[src/rtl/sprite_motion_sequencer.sv]
// Shared add/compare motion sweep for the bouncing-square display.
// One object per LOAD/CALC/WRITE triple, triggered once per vblank.
module sprite_motion_sequencer #(
  parameter int NUM_OBJ  = 5,
  parameter int H_LIMIT  = 640,
  parameter int V_LIMIT  = 480,
  parameter int OBJ_SIZE = 64
) (
  input  logic               clk,
  input  logic               rst_n,
  input  logic               frame_tick,
  input  logic               freeze,
  input  logic               cfg_we,
  input  logic [2:0]         cfg_idx,
  input  logic [9:0]         cfg_x,
  input  logic [9:0]         cfg_y,
  input  logic [3:0]         cfg_dx,
  input  logic [3:0]         cfg_dy,
  input  logic [1:0]         cfg_dir,
  output logic               cfg_ack,
  input  logic [2:0]         rd_idx,
  output logic [9:0]         rd_x,
  output logic [9:0]         rd_y,
  output logic               busy,
  output logic               update_done,
  output logic [NUM_OBJ-1:0] bounce_evt,
  output logic               overrun
);

  localparam logic [9:0] X_MAX =
    10'(H_LIMIT - OBJ_SIZE);
  localparam logic [9:0] Y_MAX =
    10'(V_LIMIT - OBJ_SIZE);
  localparam logic [3:0] N_OBJ =
    4'(NUM_OBJ);
  localparam logic [2:0] LAST =
    3'(NUM_OBJ - 1);

  typedef enum logic [2:0] {
    S_IDLE,
    S_LOAD,
    S_CALC,
    S_WRITE,
    S_DONE
  } state_t;

  state_t state;
  state_t state_nx;

  logic [7:0][9:0] pos_x;
  logic [7:0][9:0] pos_y;
  logic [7:0][3:0] spd_x;
  logic [7:0][3:0] spd_y;
  logic [7:0]      dir_x;
  logic [7:0]      dir_y;

  logic [2:0]  idx;

  logic [9:0]  w_x;
  logic [9:0]  w_y;
  logic [3:0]  w_dx;
  logic [3:0]  w_dy;
  logic        w_dir_x;
  logic        w_dir_y;

  logic [9:0]  c_x;
  logic [9:0]  c_y;
  logic        hit_x;
  logic        hit_y;

  logic [10:0] sum_x;
  logic [10:0] sum_y;
  logic [9:0]  dif_x;
  logic [9:0]  dif_y;

  logic [NUM_OBJ-1:0] bev;

  logic go;
  logic cfg_ok;

  assign go = (state == S_IDLE)
            & frame_tick
            & ~freeze;

  assign cfg_ok = (state == S_IDLE)
                & cfg_we
                & ({1'b0, cfg_idx} < N_OBJ);

  assign sum_x = {1'b0, w_x}
               + {7'b0, w_dx};
  assign sum_y = {1'b0, w_y}
               + {7'b0, w_dy};
  assign dif_x = w_x - {6'b0, w_dx};
  assign dif_y = w_y - {6'b0, w_dy};

  assign rd_x = ({1'b0, rd_idx} < N_OBJ)
              ? pos_x[rd_idx] : '0;
  assign rd_y = ({1'b0, rd_idx} < N_OBJ)
              ? pos_y[rd_idx] : '0;

  // state register
  always_ff @(posedge clk or negedge rst_n) begin
    if (!rst_n) state <= S_IDLE;
    else        state <= state_nx;
  end

  // next-state: one LOAD/CALC/WRITE triple per object
  always_comb begin
    state_nx = state;
    unique case (state)
      S_IDLE:  if (go) state_nx = S_LOAD;
      S_LOAD:  state_nx = S_CALC;
      S_CALC:  state_nx = S_WRITE;
      S_WRITE: state_nx = (idx == LAST)
                        ? S_DONE : S_LOAD;
      S_DONE:  state_nx = S_IDLE;
      default: state_nx = S_IDLE;
    endcase
  end

  // Moore outputs; bounce flags exposed only in DONE
  always_comb begin
    busy        = 1'b0;
    update_done = 1'b0;
    bounce_evt  = '0;
    unique case (state)
      S_LOAD,
      S_CALC,
      S_WRITE: busy = 1'b1;
      S_DONE: begin
        update_done = 1'b1;
        bounce_evt  = bev;
      end
      default: ;
    endcase
  end

  // object index walks 0..NUM_OBJ-1 within a sweep
  always_ff @(posedge clk or negedge rst_n) begin
    if (!rst_n)
      idx <= '0;
    else if (go)
      idx <= '0;
    else if (state == S_WRITE && idx != LAST)
      idx <= idx + 3'd1;
  end

  // object table: config writes in IDLE, bounced write-back in WRITE
  always_ff @(posedge clk or negedge rst_n) begin
    if (!rst_n) begin
      for (int k = 0; k < 8; k++) begin
        if (k < NUM_OBJ) begin
          pos_x[k] <= 10'(k * OBJ_SIZE);
          pos_y[k] <= 10'((k * (OBJ_SIZE / 2))
                      % (V_LIMIT - OBJ_SIZE));
          spd_x[k] <= 4'((k + 1 > 15) ? 15 : k + 1);
          spd_y[k] <= 4'((k + 2 > 15) ? 15 : k + 2);
          dir_x[k] <= 1'b1;
          dir_y[k] <= 1'b1;
        end else begin
          pos_x[k] <= '0;
          pos_y[k] <= '0;
          spd_x[k] <= '0;
          spd_y[k] <= '0;
          dir_x[k] <= 1'b0;
          dir_y[k] <= 1'b0;
        end
      end
    end else if (cfg_ok) begin
      pos_x[cfg_idx] <= (cfg_x > X_MAX)
                      ? X_MAX : cfg_x;
      pos_y[cfg_idx] <= (cfg_y > Y_MAX)
                      ? Y_MAX : cfg_y;
      spd_x[cfg_idx] <= cfg_dx;
      spd_y[cfg_idx] <= cfg_dy;
      dir_x[cfg_idx] <= cfg_dir[1];
      dir_y[cfg_idx] <= cfg_dir[0];
    end else if (state == S_WRITE) begin
      if (hit_x) begin
        pos_x[idx] <= w_dir_x ? X_MAX : '0;
        dir_x[idx] <= ~w_dir_x;
      end else begin
        pos_x[idx] <= c_x;
      end
      if (hit_y) begin
        pos_y[idx] <= w_dir_y ? Y_MAX : '0;
        dir_y[idx] <= ~w_dir_y;
      end else begin
        pos_y[idx] <= c_y;
      end
    end
  end

  // shared datapath: latch in LOAD, add/compare in CALC
  always_ff @(posedge clk or negedge rst_n) begin
    if (!rst_n) begin
      w_x     <= '0;
      w_y     <= '0;
      w_dx    <= '0;
      w_dy    <= '0;
      w_dir_x <= 1'b0;
      w_dir_y <= 1'b0;
      c_x     <= '0;
      c_y     <= '0;
      hit_x   <= 1'b0;
      hit_y   <= 1'b0;
    end else if (state == S_LOAD) begin
      w_x     <= pos_x[idx];
      w_y     <= pos_y[idx];
      w_dx    <= spd_x[idx];
      w_dy    <= spd_y[idx];
      w_dir_x <= dir_x[idx];
      w_dir_y <= dir_y[idx];
    end else if (state == S_CALC) begin
      c_x <= w_dir_x ? sum_x[9:0] : dif_x;
      c_y <= w_dir_y ? sum_y[9:0] : dif_y;
      // landing exactly on a limit is a bounce
      hit_x <= w_dir_x
             ? (sum_x >= {1'b0, X_MAX})
             : (w_x <= {6'b0, w_dx});
      hit_y <= w_dir_y
             ? (sum_y >= {1'b0, Y_MAX})
             : (w_y <= {6'b0, w_dy});
    end
  end

  // per-object bounce flags, cleared at sweep start
  always_ff @(posedge clk or negedge rst_n) begin
    if (!rst_n) begin
      bev <= '0;
    end else if (go) begin
      bev <= '0;
    end else if (state == S_WRITE
                 && (hit_x || hit_y)) begin
      for (int k = 0; k < NUM_OBJ; k++)
        if (idx == 3'(k)) bev[k] <= 1'b1;
    end
  end

  // registered handshake and overrun pulses
  always_ff @(posedge clk or negedge rst_n) begin
    if (!rst_n) begin
      cfg_ack <= 1'b0;
      overrun <= 1'b0;
    end else begin
      cfg_ack <= cfg_ok;
      overrun <= frame_tick & ~freeze & busy;
    end
  end

endmodule

[config.mk]
export PLATFORM = sky130hd
export DESIGN_NAME = sprite_motion_sequencer
export DESIGN_NICKNAME = d
export VERILOG_FILES = /design/src/rtl/sprite_motion_sequencer.sv
export SDC_FILE = /design/constraint.sdc
export NUM_CORES = 1
export LEC_CHECK = 0
export ABC_AREA = 1
export BUFFER_PORTS_ARGS = -buffer_cell sky130_fd_sc_hd__buf_2
export CORE_MARGIN = 4
export CORE_UTILIZATION = 55
export CTS_BUF_LIST = sky130_fd_sc_hd__clkbuf_8
export DETAILED_ROUTE_END_ITERATION = 6
export GPL_TIMING_DRIVEN = 0
export PLACE_DENSITY = 0.72
export SLEW_MARGIN = 20
export SYNTH_ARGS = -nofsm -noshare
export SYNTH_HDL_FRONTEND = slang
export SYNTH_SLANG_ARGS = --single-unit
[constraint.sdc]
create_clock -name clk -period 3.9 [get_ports clk]
set_input_delay 0.195 -clock clk [delete_from_list [all_inputs] [get_ports clk]]
set_output_delay 0.195 -clock clk [all_outputs]
set_load 0.01 [all_outputs]
==> impl_metrics.csv, run 1 <==
group,metric,value,unit
clock_tree,clockRootBuffer,"clkbuf_8",
detailed_routing,detail-route-antenna-nets,0,
timing,hold_violations,0,
clock_tree,htree_levels,2,
global_route,track_usage,41.0,%
setup_path,arrival,3.70,ns
setup_path,crit_path_max_incr_delay,0.81,ns
setup_path,cp.required,4.38,ns
finish,final_nets,2229,
setup_path,ff2ff_setup_slack,0.67,ns
timing,setup_violations,0,
finish,multi_input_area,6880,um^2
logic_synthesis,yosysSeqAreaShare,48.0,%
detailed_routing,post_drt_wl_per_cell,24.9,um
detailed_routing,via_per_inst,6.27,
detailed_routing,drt_iter0_drc,2197,
floorplan,fp.dieH,179,um
finish,final_common_cell,"nand2_1",
placed_design,placedCellCount,2467,
logic_synthesis,syn_avg_cell_area,7.95,um^2
clock_tree,max-clock-path-buffers,3,
clock_tree,cts.sinks,305,
detailed_routing,vias,16200,
detailed_routing,dr.pass1.iters,6,
setup_path,end_kind,"flop",
placed_design,place_congestion,1.05,
timing,fin_crit_sh,82.7,%
global_route,globalRouteOverflowTotal,0,
pwr,ir_drop,0.000470,V
outcome,status,"finished clean",
logic_synthesis,synth-edff-count,0,
logic_synthesis,syn_inst,2012,
setup_path,critPathMaxFanout,10,
floorplan,die_area,31900,um^2
logic_synthesis,ys_ff_latch,305,
detailed_routing,drc,0,
finish,regArea,7680,um^2
timing,relSlewSlack,18.0,%
run,drv_cap,0,
floorplan,core_area,28700,um^2
pwr,switching_share,47.0,%
pwr,p_leak,8.77,nW
logic_synthesis,yosysUniqueCellTypes,46,
timing,worstMarginPinSlew,1.23,ns
timing,fin_worst_hold_slack,0.0573,ns
logic_synthesis,synthFlopType,"dfrtp_1",
clock_tree,clkTransAtPathRegs,0.06,ns
min_path,hold_path.class,"in2reg",
logic_synthesis,yosys_warnings,0,
timing,report.final.slew_viol_count,0,
logic_synthesis,async_reset_ff_share,100,%
timing,rsz0062_at_grt,"false",
global_route,grt_max_degree,91,
setup_path,cp_top_family,"compound AO/OA/AOI/OAI gates",
timing,post-route-min-period,3.23,ns
floorplan,rows,62,
pwr,pwr-share-clk,19.4,%
global_route,grt_pass1_vias,15600,
timing,fin_ws,0.675,ns
finish,mostFrequentLayoutCells,"393 x nand2_1, 270 x dfrtp_1, 244 x inv_1",
pwr,power.internal,8.55,mW
logic_synthesis,synth_fp_nets,2078,
finish,layoutNonFillerInstCount,2591,
placed_design,place_ws,0.841,ns
clock_tree,tritoncts,"built",
setup_path,path_cells,"inv_2 -> nor2_2 -> nand2_2 -> inv_1 -> clkbuf_1 -> a211oi_1 -> nand4_1 -> o21a_1",
setup_path,critPathLaunchType,"flop",
logic_synthesis,syn_area,16000,um^2
clock_tree,clk_latency,0.62,ns
global_route,grt_antenna_before_repair,3,
clock_tree,numCtsBuffers,52,
pwr,p_seq_share,34.7,%
detailed_routing,wl,64600,um
clock_tree,cts_setup_buffers,0,
pwr,p_per_area,881,nW/um^2
setup_path,crit_type,"reg2reg",
setup_path,critical_path_buf_inv_count,3,
pwr,switchingPower,7.57,mW
finish,syn_to_final_growth,14.4,%
placed_design,dpl.hpwl,46800,um
finish,drive_gt1_share,11.0,%
timing,fmax,310,MHz
placed_design,port_buffers,68,
global_route,grt_first_pass_wirelength,96800,um
floorplan,start_util,55.7,%
timing,clock_skew,0.0358,ns
finish,fillers,2606,
pwr,comb_power_share,45.9,%
floorplan,ios,70,
setup_path,cp_slowest_cell,"a211oi_1",
floorplan,die_w,179,um
synthesized netlist by cell type (16+ instances only):
library cell | count | area, um^2
nand2_1 | 393 | 1480
dfrtp_1 | 270 | 6760
inv_1 | 228 | 856
o21ai_0 | 191 | 956
a21oi_1 | 186 | 931
nand3_1 | 132 | 661
nor2_1 | 107 | 402
clkbuf_1 | 98 | 368
a22oi_1 | 86 | 646
o22ai_1 | 54 | 338
dfstp_2 | 35 | 920
a221oi_1 | 23 | 201
o21ai_1 | 23 | 115
buf_2 | 22 | 110
ha_1 | 21 | 263
nor3_1 | 20 | 100
inv_2 | 16 | 60.1
path summary, 6_finish.rpt:
| kind | depth (start not counted) | startpoint | endpoint |
|---|---|---|---|
| max | 8 | idx[1] | w_x[3] |
| min | 5 | cfg_y[6] | pos_y[36] |
| max reg2reg | 8 | idx[1] | w_x[3] |
| min reg2reg | 1 | spd_y[24] | spd_y[24] |
| max in group asynchronous | 3 | rst_n | spd_y[18] |
| min in group asynchronous | 2 | rst_n | w_dx[3] |
kinds of logic after synthesis:
logic type               count (synthesis)  synth area share [%]
buffers and inverters                  374                  8.97
multiplexers                             1                0.0704
XOR/XNOR                                 8                 0.438
AND/OR/NAND/NOR                        687                  17.9
flip-flops                             305                  48.0
adder cells (fa/ha/maj)                 25                  2.14
AO/OA/AOI/OAI                          612                  22.4
state kept, by name, indices dropped and copies added (netlist names), 8 cells and up:
| register | cells |
|---|---|
| w_y | 10 |
| dir_x | 8 |
| c_x | 10 |
| spd_x | 32 |
| c_y | 10 |
| w_x | 10 |
| spd_y | 32 |
| dir_y | 8 |
| pos_x | 80 |
| pos_y | 80 |
final cells by class:
type                       instances  area share (%)
antenna                            2          0.0274
buffer                           128            2.80
clock buffer                      69            5.19
clock inverter                    27           0.937
inverter                         246            5.05
multi-input combinational       1333            37.6
sequential                       305            42.0
tap                              384            2.63
timing repair buffer              97            3.79
through the flow:
step / utilization (%) / cell area [um^2] / setup TNS [ns] / power, mW
6_report: 63.7 / 18300 / 0 / 16.1
3_3_place_gp: 58.6 / 16800 / -889.14 / 12.5
5_1_grt: 63.7 / 18300 / 0 / 17.0
2_1_floorplan: - / 16000 / 0 / 9.83
3_5_place_dp: 58.9 / 16900 / 0 / 12.6
4_1_cts: 63.7 / 18300 / 0 / 15.7
routing by layer:
metal / up-vias / global-route usage, % / part of all wire, %
li1: 7119 / - / -
met1: 7755 / 55.3 / 38
met2: 1133 / 59.2 / 42
met3: 232 / 15.4 / 14
met4: 2 / 18.1 / 5.0
met5: - / 0 / 0.011
power by group through the flow:
stage | registers (mW) | logic, mW | clock network, mW
after detailed placement | 5.58 | 7.05 | 0
after global placement | 5.55 | 6.92 | 0
after floorplan | 5.26 | 4.57 | 0
after global routing | 5.72 | 8.04 | 3.25
final | 5.60 | 7.40 | 3.12
after CTS | 5.54 | 7.11 | 3.09
worst min-delay path, stage by stage:
cell      delay (ns)
buf_2           0.10
inv_1           0.06
a211oi_1        0.13
nand2_1         0.11
a21oi_1         0.06
timing repair:
action                                  4_1_cts  5_1_grt
endpoints found under the setup margin        0        0
resized for setup                             0        0
endpoints found under the hold margin       180        0
hold buffers                                 26        0
(Power assumes the default switching activity.)
==> run 2: changes to the inputs <==
Clock period 3.9 ns to 3.3 ns, I/O delays scaled along.
==> run 2 against run 1 <==
  * Worst setup slack worse by 0.61 ns
  * Clock-buffer cell count unchanged
  * Global-route usage unchanged
  * Register-to-register slack worse by 0.61 ns
  * Sequential power up 18%
  * Sequential share of layout area about the same
  * Largest power group unchanged
  * Highest routed layer is now met4
==> impl_metrics.csv, run 2 (same netlist as run 1, synthesis figures left out) <==
group,metric,value,unit
outcome,status,"finished clean",
placed_design,placedCellCount,2467,
timing,worstMarginPinSlew,1.17,ns
setup_path,arrival,3.71,ns
finish,mostFrequentLayoutCells,"393 x nand2_1, 270 x dfrtp_1, 244 x inv_1",
setup_path,critPathMaxFanout,10,
timing,report.final.slew_viol_count,0,
detailed_routing,via_per_inst,6.27,
timing,relSlewSlack,22.1,%
finish,finalInstanceArea,18300,um^2
detailed_routing,detail-route-antenna-nets,0,
detailed_routing,vias,16200,
min_path,hold_path.class,"in2reg",
timing,setup_violations,0,
global_route,grt_max_degree,91,
setup_path,cp.required,3.78,ns
timing,clock_skew,0.0296,ns
timing,hold_violations,0,
timing,fin_crit_sh,98.1,%
floorplan,rows,62,
finish,reg_top3,"pos_x (80), pos_y (80)",
detailed_routing,drt_iter0_drc,2185,
clock_tree,clockRootBuffer,"clkbuf_8",
floorplan,ios,70,
pwr,ir_drop,0.000550,V
clock_tree,htree_levels,2,
pwr,p_leak,8.78,nW
timing,fin_worst_hold_slack,0.0287,ns
placed_design,place_congestion,1.05,
clock_tree,max-clock-path-buffers,3,
placed_design,placed_area,16900,um^2
global_route,track_usage,41.0,%
finish,final_nets,2229,
placed_design,place_ws,0.241,ns
placed_design,dpl.hpwl,46800,um
run,drv_cap,0,
timing,rsz0062_at_grt,"false",
global_route,grt_pass1_vias,15600,
placed_design,port_buffers,68,
clock_tree,numCtsBuffers,52,
timing,post-route-min-period,3.24,ns
detailed_routing,post_drt_wl_per_cell,25.0,um
setup_path,r2r_cells,8,
finish,layoutNonFillerInstCount,2590,
finish,syn_to_final_growth,14.4,%
floorplan,core_area,28700,um^2
setup_path,cp_slowest_cell,"a211oi_1",
setup_path,crit_path_max_incr_delay,0.83,ns
floorplan,die_area,31900,um^2
finish,drive_gt1_share,11.1,%
global_route,grt_antenna_before_repair,2,
floorplan,fp.dieH,179,um
setup_path,end_kind,"flop",
finish,final_common_cell,"nand2_1",
setup_path,path_cells,"inv_2 -> nor2_2 -> nand2_2 -> inv_1 -> clkbuf_1 -> a211oi_1 -> nand4_1 -> o21a_1",
timing,fmax,309,MHz
detailed_routing,drc,0,
clock_tree,tritoncts,"built",
pwr,p_per_area,1040,nW/um^2
setup_path,crit_type,"reg2reg",
detailed_routing,dr.pass1.iters,6,
clock_tree,clkTransAtPathRegs,0.06,ns
clock_tree,cts_setup_buffers,0,
floorplan,die_w,179,um
setup_path,critPathLaunchType,"flop",
global_route,grt_first_pass_wirelength,96800,um
global_route,globalRouteOverflowTotal,0,
detailed_routing,wl,64700,um
floorplan,start_util,55.7,%
clock_tree,clk_latency,0.61,ns
clock_tree,cts.sinks,305,
min_path,hold_depth,5,
timing,fin_ws,0.0619,ns
run 2: changes by cell type in the layout (fill, tap and decap cells not counted):
cell,previous run,this run
a221oi_1,23,21
diode_2,2,1
a221oi_2,0,2
run 2: layout make-up:
| class | instances | area, um^2 |
|---|---|---|
| Sequential cell | 305 | 7680 |
| Timing Repair Buffer | 97 | 693 |
| Clock buffer | 69 | 950 |
| Inverter | 246 | 923 |
| Fill cell | 2606 | 10400 |
| Clock inverter | 27 | 171 |
| Antenna cell | 1 | 2.50 |
| Tap cell | 384 | 480 |
| Multi-Input combinational cell | 1333 | 6890 |
| Buffer | 128 | 512 |
run 2: path summary, 6_finish.rpt:
kind                            startpoint         to  slack [ns]
worst min register to register   spd_y[21]  spd_y[21]        0.46
worst min-delay path              cfg_y[6]  pos_y[36]        0.03
worst max register to register      idx[1]     w_x[3]        0.06
min in group asynchronous            rst_n     idx[2]        0.17
max in group asynchronous            rst_n  pos_x[36]        2.21
worst max-delay path                idx[1]     w_x[3]        0.06
run 2: where the power goes:
part,total [mW],internal [mW],switching (mW)
Sequential,6.62,5.54,1.08
Clock,3.69,2.02,1.66
Combinational,8.78,2.55,6.23
run 2: metrics by stage:
| stage | power [mW] | util, % | setup TNS [ns] |
|---|---|---|---|
| after floorplan | 11.6 | - | 0 |
| after global placement | 14.7 | 58.6 | -1062.99 |
| after detailed placement | 14.9 | 58.9 | 0 |
| after CTS | 18.6 | 63.7 | 0 |
| after global routing | 20.1 | 63.8 | 0 |
| final | 19.1 | 63.8 | 0 |
run 2: what timing repair did:
action                                 in CTS  in global routing
resized for setup                           0                  2
endpoints found under the hold margin     185                  0
setup endpoints to repair                   0                  1
hold buffers                               26                  0
run 2: routing by layer:
metal | routed length [um] | vias to the layer above | track usage, %
met5 | 0 | - | 0
met4 | 3330 | 0 | 18.1
met3 | 9460 | 239 | 15.4
met2 | 27100 | 1202 | 59.2
met1 | 24800 | 7692 | 55.3
li1 | - | 7116 | -
run 2: worst max-delay path: cells and delay by family (launching register included):
kind | cells | cell delay [ns]
compound gates | 2 | 1.04
simple gates | 3 | 0.71
flops | 1 | 0.49
buf+inv | 3 | 0.88
